<file path="config.mk">
export PLATFORM = sky130hd
export DESIGN_NAME = pc_sequencer
export DESIGN_NICKNAME = d
export VERILOG_FILES = /design/src/rtl/pc_sequencer.sv
export SDC_FILE = /design/constraint.sdc
export NUM_CORES = 1
export LEC_CHECK = 0
export CORE_MARGIN = 2
export CORE_UTILIZATION = 40
export DETAILED_ROUTE_END_ITERATION = 12
export GPL_ROUTABILITY_DRIVEN = 1
export PLACE_DENSITY = 0.73
export SYNTH_ARGS = -nofsm -noshare
export SYNTH_HDL_FRONTEND = slang
export SYNTH_SLANG_ARGS = --single-unit
</file>
<file path="constraint.sdc">
create_clock -name clk -period 9.4 [get_ports clk]
set_input_delay 2.82 -clock clk [delete_from_list [all_inputs] [get_ports clk]]
set_output_delay 2.82 -clock clk [all_outputs]
set_load 0.05 [all_outputs]
</file>
<file path="src/rtl/pc_sequencer.sv">
// Next-PC controller: boot hold-off, sequential fetch, branch/jump redirect,
// exception entry/return via EPC, and halt/resume for the single-cycle core.
module pc_sequencer #(
    parameter int                  DATA_WIDTH   = 32,
    parameter logic [DATA_WIDTH-1:0] RESET_VECTOR = 32'h0000_0000,
    parameter logic [DATA_WIDTH-1:0] EXC_VECTOR   = 32'h0000_0180,
    parameter int                  BOOT_CYCLES  = 4
) (
    input  logic                  clk,
    input  logic                  reset,
    input  logic [DATA_WIDTH-1:0] pc_in,
    input  logic                  stall,
    input  logic                  branch_taken,
    input  logic [DATA_WIDTH-1:0] branch_target,
    input  logic                  jump,
    input  logic [DATA_WIDTH-1:0] jump_target,
    input  logic                  exc_req,
    input  logic                  eret,
    input  logic                  halt_req,
    input  logic                  resume,
    output logic [DATA_WIDTH-1:0] pc_next,
    output logic [DATA_WIDTH-1:0] epc,
    output logic [1:0]            exc_cause,
    output logic                  in_exc,
    output logic                  halted
);

    localparam int CNT_W = (BOOT_CYCLES > 1) ? $clog2(BOOT_CYCLES) : 1;

    localparam logic [1:0] CAUSE_NONE     = 2'b00;
    localparam logic [1:0] CAUSE_EXTERNAL = 2'b01;
    localparam logic [1:0] CAUSE_MISALIGN = 2'b10;

    typedef enum logic [1:0] {
        S_BOOT = 2'd0,
        S_RUN  = 2'd1,
        S_HALT = 2'd2
    } state_t;

    state_t                r_state;
    logic [CNT_W-1:0]      r_boot_cnt;
    logic [DATA_WIDTH-1:0] r_epc;
    logic [1:0]            r_exc_cause;
    logic                  r_in_exc;

    logic [DATA_WIDTH-1:0] w_pc_plus4;
    logic [DATA_WIDTH-1:0] w_target;
    logic                  w_redirect;
    logic                  w_misaligned;
    logic [DATA_WIDTH-1:0] w_pc_next;
    logic                  w_exc_entry;
    logic [1:0]            w_entry_cause;
    logic                  w_eret_do;
    logic                  w_to_halt;
    logic                  w_to_run;

    assign w_pc_plus4   = pc_in + DATA_WIDTH'(4);
    assign w_target     = jump ? jump_target : branch_target;
    assign w_redirect   = jump | branch_taken;
    assign w_misaligned = (w_target[1:0] != 2'b00);

    always_comb begin
        w_pc_next     = RESET_VECTOR;
        w_exc_entry   = 1'b0;
        w_entry_cause = CAUSE_NONE;
        w_eret_do     = 1'b0;
        w_to_halt     = 1'b0;
        w_to_run      = 1'b0;
        case (r_state)
            S_BOOT: begin
                w_pc_next = RESET_VECTOR;
            end
            S_RUN: begin
                if (exc_req && !r_in_exc) begin
                    w_pc_next     = EXC_VECTOR;
                    w_exc_entry   = 1'b1;
                    w_entry_cause = CAUSE_EXTERNAL;
                end else if (eret && r_in_exc) begin
                    w_pc_next = r_epc;
                    w_eret_do = 1'b1;
                end else if (halt_req) begin
                    w_pc_next = pc_in;
                    w_to_halt = 1'b1;
                end else if (stall) begin
                    w_pc_next = pc_in;
                end else if (w_redirect) begin
                    // A misaligned target inside the handler is dropped rather than nested.
                    if (!w_misaligned) begin
                        w_pc_next = w_target;
                    end else if (!r_in_exc) begin
                        w_pc_next     = EXC_VECTOR;
                        w_exc_entry   = 1'b1;
                        w_entry_cause = CAUSE_MISALIGN;
                    end else begin
                        w_pc_next = w_pc_plus4;
                    end
                end else begin
                    w_pc_next = w_pc_plus4;
                end
            end
            S_HALT: begin
                if (exc_req && !r_in_exc) begin
                    w_pc_next     = EXC_VECTOR;
                    w_exc_entry   = 1'b1;
                    w_entry_cause = CAUSE_EXTERNAL;
                    w_to_run      = 1'b1;
                end else if (resume) begin
                    w_pc_next = w_pc_plus4;
                    w_to_run  = 1'b1;
                end else begin
                    w_pc_next = pc_in;
                end
            end
            default: begin
                w_pc_next = RESET_VECTOR;
            end
        endcase
    end

    always_ff @(posedge clk or negedge reset) begin
        if (!reset) begin
            r_state     <= S_BOOT;
            r_boot_cnt  <= CNT_W'(BOOT_CYCLES - 1);
            r_epc       <= '0;
            r_exc_cause <= CAUSE_NONE;
            r_in_exc    <= 1'b0;
        end else begin
            case (r_state)
                S_BOOT: begin
                    if (r_boot_cnt == '0) begin
                        r_state <= S_RUN;
                    end else begin
                        r_boot_cnt <= r_boot_cnt - CNT_W'(1);
                    end
                end
                S_RUN: begin
                    if (w_to_halt) begin
                        r_state <= S_HALT;
                    end
                end
                S_HALT: begin
                    if (w_to_run) begin
                        r_state <= S_RUN;
                    end
                end
                default: begin
                    r_state <= S_BOOT;
                end
            endcase

            if (w_exc_entry) begin
                r_epc       <= pc_in;
                r_exc_cause <= w_entry_cause;
                r_in_exc    <= 1'b1;
            end else if (w_eret_do) begin
                r_exc_cause <= CAUSE_NONE;
                r_in_exc    <= 1'b0;
            end
        end
    end

    assign pc_next   = w_pc_next;
    assign epc       = r_epc;
    assign exc_cause = r_exc_cause;
    assign in_exc    = r_in_exc;
    assign halted    = (r_state == S_HALT);

endmodule
</file>
## Yosys cells after proc, flatten, opt, wreduce, memory -nomap -nowiden

Index checks and enable logic that the tools add are counted.

| word-level totals | value |
|---|---|
| flip-flop bits (word level) | 39 |
| input bits | 105 |
| word-level logic and storage cells | 70 |

| operators by class | value |
|---|---|
| add/sub/neg operators | 2 |
| eq/ne operators | 5 |
| multiplexer cells | 47 |
| bitwise operators | 2 |
| reduce and logical (&&, ||, !) cells | 9 |

Operator list:

| kind | number |
|---|---|
| two-way mux 32 bit | 10 |
| case mux 32 bit (2 select lines) | 1 |
| adder 32 x 3 -> 32 bit, second input constant | 1 |
| two-way mux 2 bit | 12 |
| two-way mux 1 bit | 21 |
| case mux 2 bit (3 select lines) | 1 |
| zero test 2 bit | 2 |
| inequality test 2 bit, second input constant | 2 |
| case mux 2 bit (2 select lines) | 1 |
| nonzero test 2 bit | 2 |
| AND reduction 3 bit | 1 |
| == test 2 x 1 -> 1 bit, second input constant | 1 |
| == test 2 bit, second input constant | 1 |
| logical AND 1 bit | 2 |
| inequality test 2 x 1 -> 1 bit, second input constant | 1 |
| case mux 1 bit (2 select lines) | 1 |
| AND reduction 2 bit | 1 |
| subtractor 2 x 1 -> 2 bit, second input constant | 1 |
| zero test 1 bit | 1 |
| inverter 1 bit | 1 |
| bitwise OR 1 bit | 1 |

## Logic depth before layout (Yosys ltp)

Gate-level depths: netlist (run 1).

| depth | value |
|---|---|
| word-level depth | 10 |
| mapped depth | 10 |
| depth with buffers taken out | 8 |

## Worst setup path after synthesis (run 1)

OpenSTA, ideal clock, no wires.

| timing path | value |
|---|---|
| kind | input to output |
| start point | input pc_in[5] |
| end point | output pc_next[14] |
| data arrival time | 5.258 ns |
| required time | 6.580 ns |
| path slack | 1.322 ns |
| cell stages on the path | 7 |
| path buffers | 1 |
| path through | clkbuf_8 nand4_4 nor4_4 nand2_1 o311ai_0 a21oi_1 o32ai_1 |

| between the ends | value |
|---|---|
| cells in the longest elaborated chain, start to end | 9 |
| elaborated cells on any way between the ends | 11 |

RTL lines:

| element | line | source |
|---|---|---|
| start, declared | 11 | `input logic [DATA_WIDTH-1:0] pc_in,` |
| adder 32 x 3 -> 32 bit (*) | 57 | `assign w_pc_plus4 = pc_in + DATA_WIDTH'(4);` |
| two-way mux 32 bit | 90 | `end else if (!r_in_exc) begin` |
| two-way mux 32 bit | 88 | `if (!w_misaligned) begin` |
| two-way mux 32 bit | 86 | `end else if (w_redirect) begin` |
| two-way mux 32 bit | 84 | `end else if (stall) begin` |
| two-way mux 32 bit | 81 | `end else if (halt_req) begin` |
| two-way mux 32 bit | 78 | `end else if (eret && r_in_exc) begin` |
| two-way mux 32 bit | 74 | `if (exc_req && !r_in_exc) begin` |
| case mux 32 bit (2 select lines) (*) | 69 | `case (r_state)` |
| end, declared | 21 | `output logic [DATA_WIDTH-1:0] pc_next,` |

Mark *: on every way between the ends. The rest lies on a longest branch, timed or not.

## Worst setup path after layout (run 1)

| timing path | value |
|---|---|
| start point | input pc_in[2] |
| end point | output pc_next[14] |

Same word-level chain as after synthesis.

==> results of run 1 <==
## final cells by class
class	instances	area (um^2)
inverters	10	37.54
clock buffers	8	100.1
fillers	934	4188
multi-input cells	416	2865
flip-flops and latches	39	978.4
repair buffers	184	1799
well taps	136	170.2
## state kept, by name (all words and copies together) (netlist names)
signal,flops
epc,32
r_boot_cnt,2
in_exc,1
r_state,2
exc_cause,2
## cells by family after synthesis
| group | synth area share, % |
|---|---|
| multiplexers | 15.55 |
| AO/OA/AOI/OAI | 26.54 |
| flip-flops | 23.75 |
| XOR/XNOR | 3.614 |
| adder cells (fa/ha/maj) | 1.822 |
| AND/OR/NAND/NOR | 21.83 |
| buffers and inverters | 6.894 |
## cells in the mapped netlist (10+ instances only)
master     n
nand2_1   56
mux2_2    39
dfrtp_1   37
nor2_1    33
a21oi_1   30
o21ai_0   27
a22oi_1   24
clkbuf_1  21
nand3_1   20
mux2i_1   19
nor3_1    17
o22ai_1   11
a31oi_1   10
inv_1     10
xnor2_1   10
## per-stage QoR
| step | instance area (um^2) | cells | total power [mW] | hold slack, ns | util [%] |
|---|---|---|---|---|---|
| 4_1_cts | 5951 | 793 | 1.764 | 0.4879 | 58.69 |
| 6_report | 5951 | 793 | 1.765 | 0.4815 | 58.69 |
| 3_3_place_gp | 5851 | 785 | 1.610 | 0.4700 | 57.71 |
| 5_1_grt | 5951 | 793 | 1.841 | 0.5146 | 58.69 |
| 3_5_place_dp | 5851 | 785 | 1.623 | 0.4754 | 57.71 |
| 2_1_floorplan | 4120 | 508 | 1.177 | 0.4582 | - |
## layer usage
layer / wire length (um) / GRT usage (%)
met4: 263 / 7.895
met2: 7440 / 45.90
met5: 0 / 0
met3: 1428 / 4.638
met1: 6395 / 36.12
## where the power goes
group          internal [mW]  total (mW)  switching [mW]  leakage [nW]
sequential             0.249       0.315          0.0661         0.469
combinational          0.456        1.31           0.855          1.67
clock                 0.0673       0.137          0.0700        0.0515
## final timing paths
check                                           from                   endpoint  slack (ns)
max                                         pc_in[2]                pc_next[14]        0.49
min                        r_boot_cnt[1]$_DFFE_PN1P_  r_boot_cnt[1]$_DFFE_PN1P_        0.48
max reg2reg                   r_state[1]$_DFFE_PN0P_         epc[6]$_DFFE_PN0P_        6.62
min reg2reg                r_boot_cnt[1]$_DFFE_PN1P_  r_boot_cnt[1]$_DFFE_PN1P_        0.48
max in group asynchronous                      reset        epc[31]$_DFFE_PN0P_        6.14
min in group asynchronous                      reset         epc[9]$_DFFE_PN0P_        2.67
## worst max-delay path, stage by stage
cell and delay [ns]:
clkdlybuf4s50_1 0.69, ha_1 0.34, nand2_1 0.18, nor4_4 0.30, nand2_1 0.16, o311ai_0 0.33
a21oi_1 0.08, o32ai_1 0.32, clkdlybuf4s50_1 0.86
==> results.ini, run 1 <==
[worst_setup_path]
worstPathRequired_ns = 6.58
worstSetupPathType = in -> out
reg2regPathDepth = 6
start_kind = input pin
critPathArrivalTime_ns = 6.09
crit_fanout = 10
end_kind = output pin

[floorplan]
ios = 173
initial_core_util_pct = 40.64
die_h_um = 105.5
dieArea_um2 = 11130
chipWidth_um = 105.5
core_um2 = 10140
row_count = 37

[placed_design]
io_buffers = 172
place_worst_setup_slack_ns = 0.5370
place_congestion = 0.9845
hpwl_um = 11380

[power_and_ir_drop]
power.density_nw_per_um2 = 296.5
ir_drop_mv = 0.1829
power_leakage_nw = 2.188

[clocking]
insertion_delay_ns = 0.30
cts.repair.resized = 0
postCtsSetupRepairBufs = 0
clock_path_buffers = 2
clkSlewWorstSetupHoldPaths_ns = 0.08
cts_hold_buf = 0
cts_buffers = 5
h-tree-depth = 2
tritoncts = built
clock-sinks = 39
clockRootBuffer = clkbuf_8

[finish]
diodes = 0
final_cell_mix = 169 x clkdlybuf4s50_1, 56 x nand2_1, 39 x mux2_2
final_common_cell = clkdlybuf4s50_1
nNetsFinal = 767
drive_gt1_share_pct = 12.02
area_growth_pct = 44.43

[min_path]
min_path_type = reg -> reg
hold_depth = 2

[logic_synthesis]
async_flop_share_pct = 100.0
synth_edf_count = 0
synth_seq_cells = 39
syn_inst = 508
yosys.area.top_type = dfrtp_1
ys_seq_area_share_pct = 23.75
ys.flop_type = dfrtp_1
netlist_area_um2 = 4120
synth_area_leaders = dfrtp_1 22%, mux2_2 11%, nand2_1 5.1%
synth_top_area_share_pct = 22.47
synth_fp_nets = 619
synth_area_per_cell_um2 = 8.111
synth_warnings = 0
synth_cell_types = 68

[detailed_routing]
drt-initial-drc-count = 414
drc = 0
firstDrtPassIters = 5
ant_nets = 0
routed_wl_um = 15530
vias_per_cell = 6.097
via_count = 4835
wl_per_cell_um = 19.58

[sta]
rsz0062_at_grt = false
setup_viol = 0
clock_skew_ns = 0.008090
drv_slew = 0
tightest_slew_ns = 1.137
period_needed_ns = 8.906
setup_ws_ns = 0.4941
fmax_mhz = 112.3
hold_viol = 0
final.period_utilization_pct = 94.74
fin_setup_tns_ns = 0
timing.slew.headroom_pct = 23.91

[flow_run]
cap_violations = 0

[outcome]
status = complete, no violations

[grt]
grt_max_degree = 40
grt_usage_pct = 27.34
grt-ovfl-total = 0
first_global_vias = 4782
grt_pass1_wl_um = 24740
antenna_found_initial = 0

Note: power is estimated with default switching activity, not from simulation.
==> run 2, diff against run 1 <==
CORE_UTILIZATION = 48   (was 40)
PLACE_DENSITY = 0.86   (was 0.73)
SKIP_LAST_GASP = 1   (was unset)
SLEW_MARGIN = 20   (was unset)
==> run 2 against run 1 <==
Compared with the run above:
- clock power about the same
- sequential share of layout area increased by 0.087 points
- largest cell class unchanged
- sequential power about the same
- critical path type unchanged
- sequential cell count unchanged
- routed wire length decreased by 0.32%
- worst hold slack improved by 0.0072 ns
- setup slack got worse by 0.15 ns
- critical path depth unchanged
- die area decreased by 16%
- total power increased by 0.37%
- first-iteration DRC count increased by 13%
==> results.ini, run 2 (synthesis results as in run 1) <==
[min_path]
min_path_type = reg -> reg

[clocking]
tritoncts = built
h-tree-depth = 2
clock-sinks = 39
cts_buffers = 5
clockRootBuffer = clkbuf_8
cts_hold_buf = 0
clkSlewWorstSetupHoldPaths_ns = 0.09
insertion_delay_ns = 0.30
postCtsSetupRepairBufs = 0
cts.repair.resized = 0
clock_path_buffers = 2

[finish]
nFillCells = 649
diodes = 0
final_cell_mix = 169 x clkdlybuf4s50_1, 56 x nand2_1, 39 x mux2_2
area_growth_pct = 43.67
final_common_cell = clkdlybuf4s50_1
largest_register_ffs = 32
drive_gt1_share_pct = 12.16
nNetsFinal = 768

[detailed_routing]
ant_nets = 0
wl_per_cell_um = 20.28
vias_per_cell = 6.392
via_count = 4877
drt-initial-drc-count = 467
drc = 0
routed_wl_um = 15480
firstDrtPassIters = 8

[sta]
hold_viol = 0
drv_slew = 0
setup_ws_ns = 0.3405
rsz0062_at_grt = false
clock_skew_ns = 0.008053
setup_viol = 0
tightest_slew_ns = 1.161
fin_setup_tns_ns = 0
final.period_utilization_pct = 96.38
timing.slew.headroom_pct = 22.31
whs_ns = 0.4887
period_needed_ns = 9.059
fmax_mhz = 110.4

[floorplan]
dieArea_um2 = 9341
die_h_um = 96.65
row_count = 33
chipWidth_um = 96.65
core_um2 = 8258
ios = 173
initial_core_util_pct = 49.89

[worst_setup_path]
critPathArrivalTime_ns = 6.24
worstSetupPathType = in -> out
slowest_delay_ns = 0.86
worstPathRequired_ns = 6.58
regToRegSetupSlack_ns = 6.66
end_kind = output pin
crit_slowest_cell = clkdlybuf4s50_1
start_kind = input pin
crit_chain = clkdlybuf4s50_1, ha_1, nand2_1, nor4_4, nand2_1, o311ai_0, a21oi_1, o32ai_1, clkdlybuf4s50_1
crit_fanout = 9

[grt]
first_global_vias = 4971
grt_max_degree = 47
grt_usage_pct = 31.90
antenna_found_initial = 0
grt-ovfl-total = 0
grt_pass1_wl_um = 24590

[placed_design]
hpwl_um = 11300
place_congestion = 0.9520
io_buffers = 172
place_worst_setup_slack_ns = 0.4223

[power_and_ir_drop]
power.density_nw_per_um2 = 299.2
ir_drop_mv = 0.1896
power_leakage_nw = 2.192

[flow_run]
cap_violations = 0

[outcome]
status = complete, no violations

run 2: cell type report:
cell class                      instances  area, um^2  area share, %
Inverter                               10       37.54         0.6341
Tap cell                              105       131.4          2.219
Sequential cell                        39       978.4          16.53
Clock buffer                            8       100.1          1.691
Timing Repair Buffer                  185        1807          30.52
Multi-Input combinational cell        416        2865          48.40
run 2: per-layer routing:
metal,global-route usage [%],vias to the layer above,wire length [um]
met4,13.33,0,416
met2,53.21,345,7355
li1,-,2233,-
met5,0,-,0
met1,39.59,2266,5962
met3,7.370,33,1741
run 2: report_power, final:
part           internal (mW)  leakage, nW  switching (mW)
Sequential             0.249        0.469          0.0665
Combinational          0.459         1.67           0.859
Clock                 0.0673       0.0515          0.0698
Total                  0.775         2.19           0.996
run 2: metrics by stage:
step           power (mW)  cell area [um^2]  util (%)  std cells
2_1_floorplan       1.177              4120         -        508
3_3_place_gp        1.603              5819     70.47        755
3_5_place_dp        1.623              5819     70.47        755
4_1_cts             1.760              5919     71.68        763
5_1_grt             1.846              5919     71.68        763
6_report            1.771              5919     71.68        763
run 2: path summary, 6_finish.rpt:
path,endpoint,startpoint,cells after the start
setup / recovery,pc_next[14],pc_in[3],9
hold / removal,r_boot_cnt[1]$_DFFE_PN1P_,r_boot_cnt[1]$_DFFE_PN1P_,2
setup reg to reg,epc[4]$_DFFE_PN0P_,r_state[1]$_DFFE_PN0P_,6
hold reg to reg,r_boot_cnt[1]$_DFFE_PN1P_,r_boot_cnt[1]$_DFFE_PN1P_,2
max in group asynchronous,epc[31]$_DFFE_PN0P_,reset,1
min in group asynchronous,epc[4]$_DFFE_PN0P_,reset,1
run 2: critical path: cells and delay by family:
| family | cells | cell delay [ns] |
|---|---|---|
| compound gates | 3 | 0.76 |
| fa+ha+maj | 1 | 0.35 |
| buf+inv | 2 | 1.50 |
| simple gates | 3 | 0.80 |
==> run 3, diff against run 2 <==
CTS_CLUSTER_DIAMETER = 150   (was unset)
==> results of run 3 <==
Same layout as run 2: the final DEF is identical, and so are final timing and power.
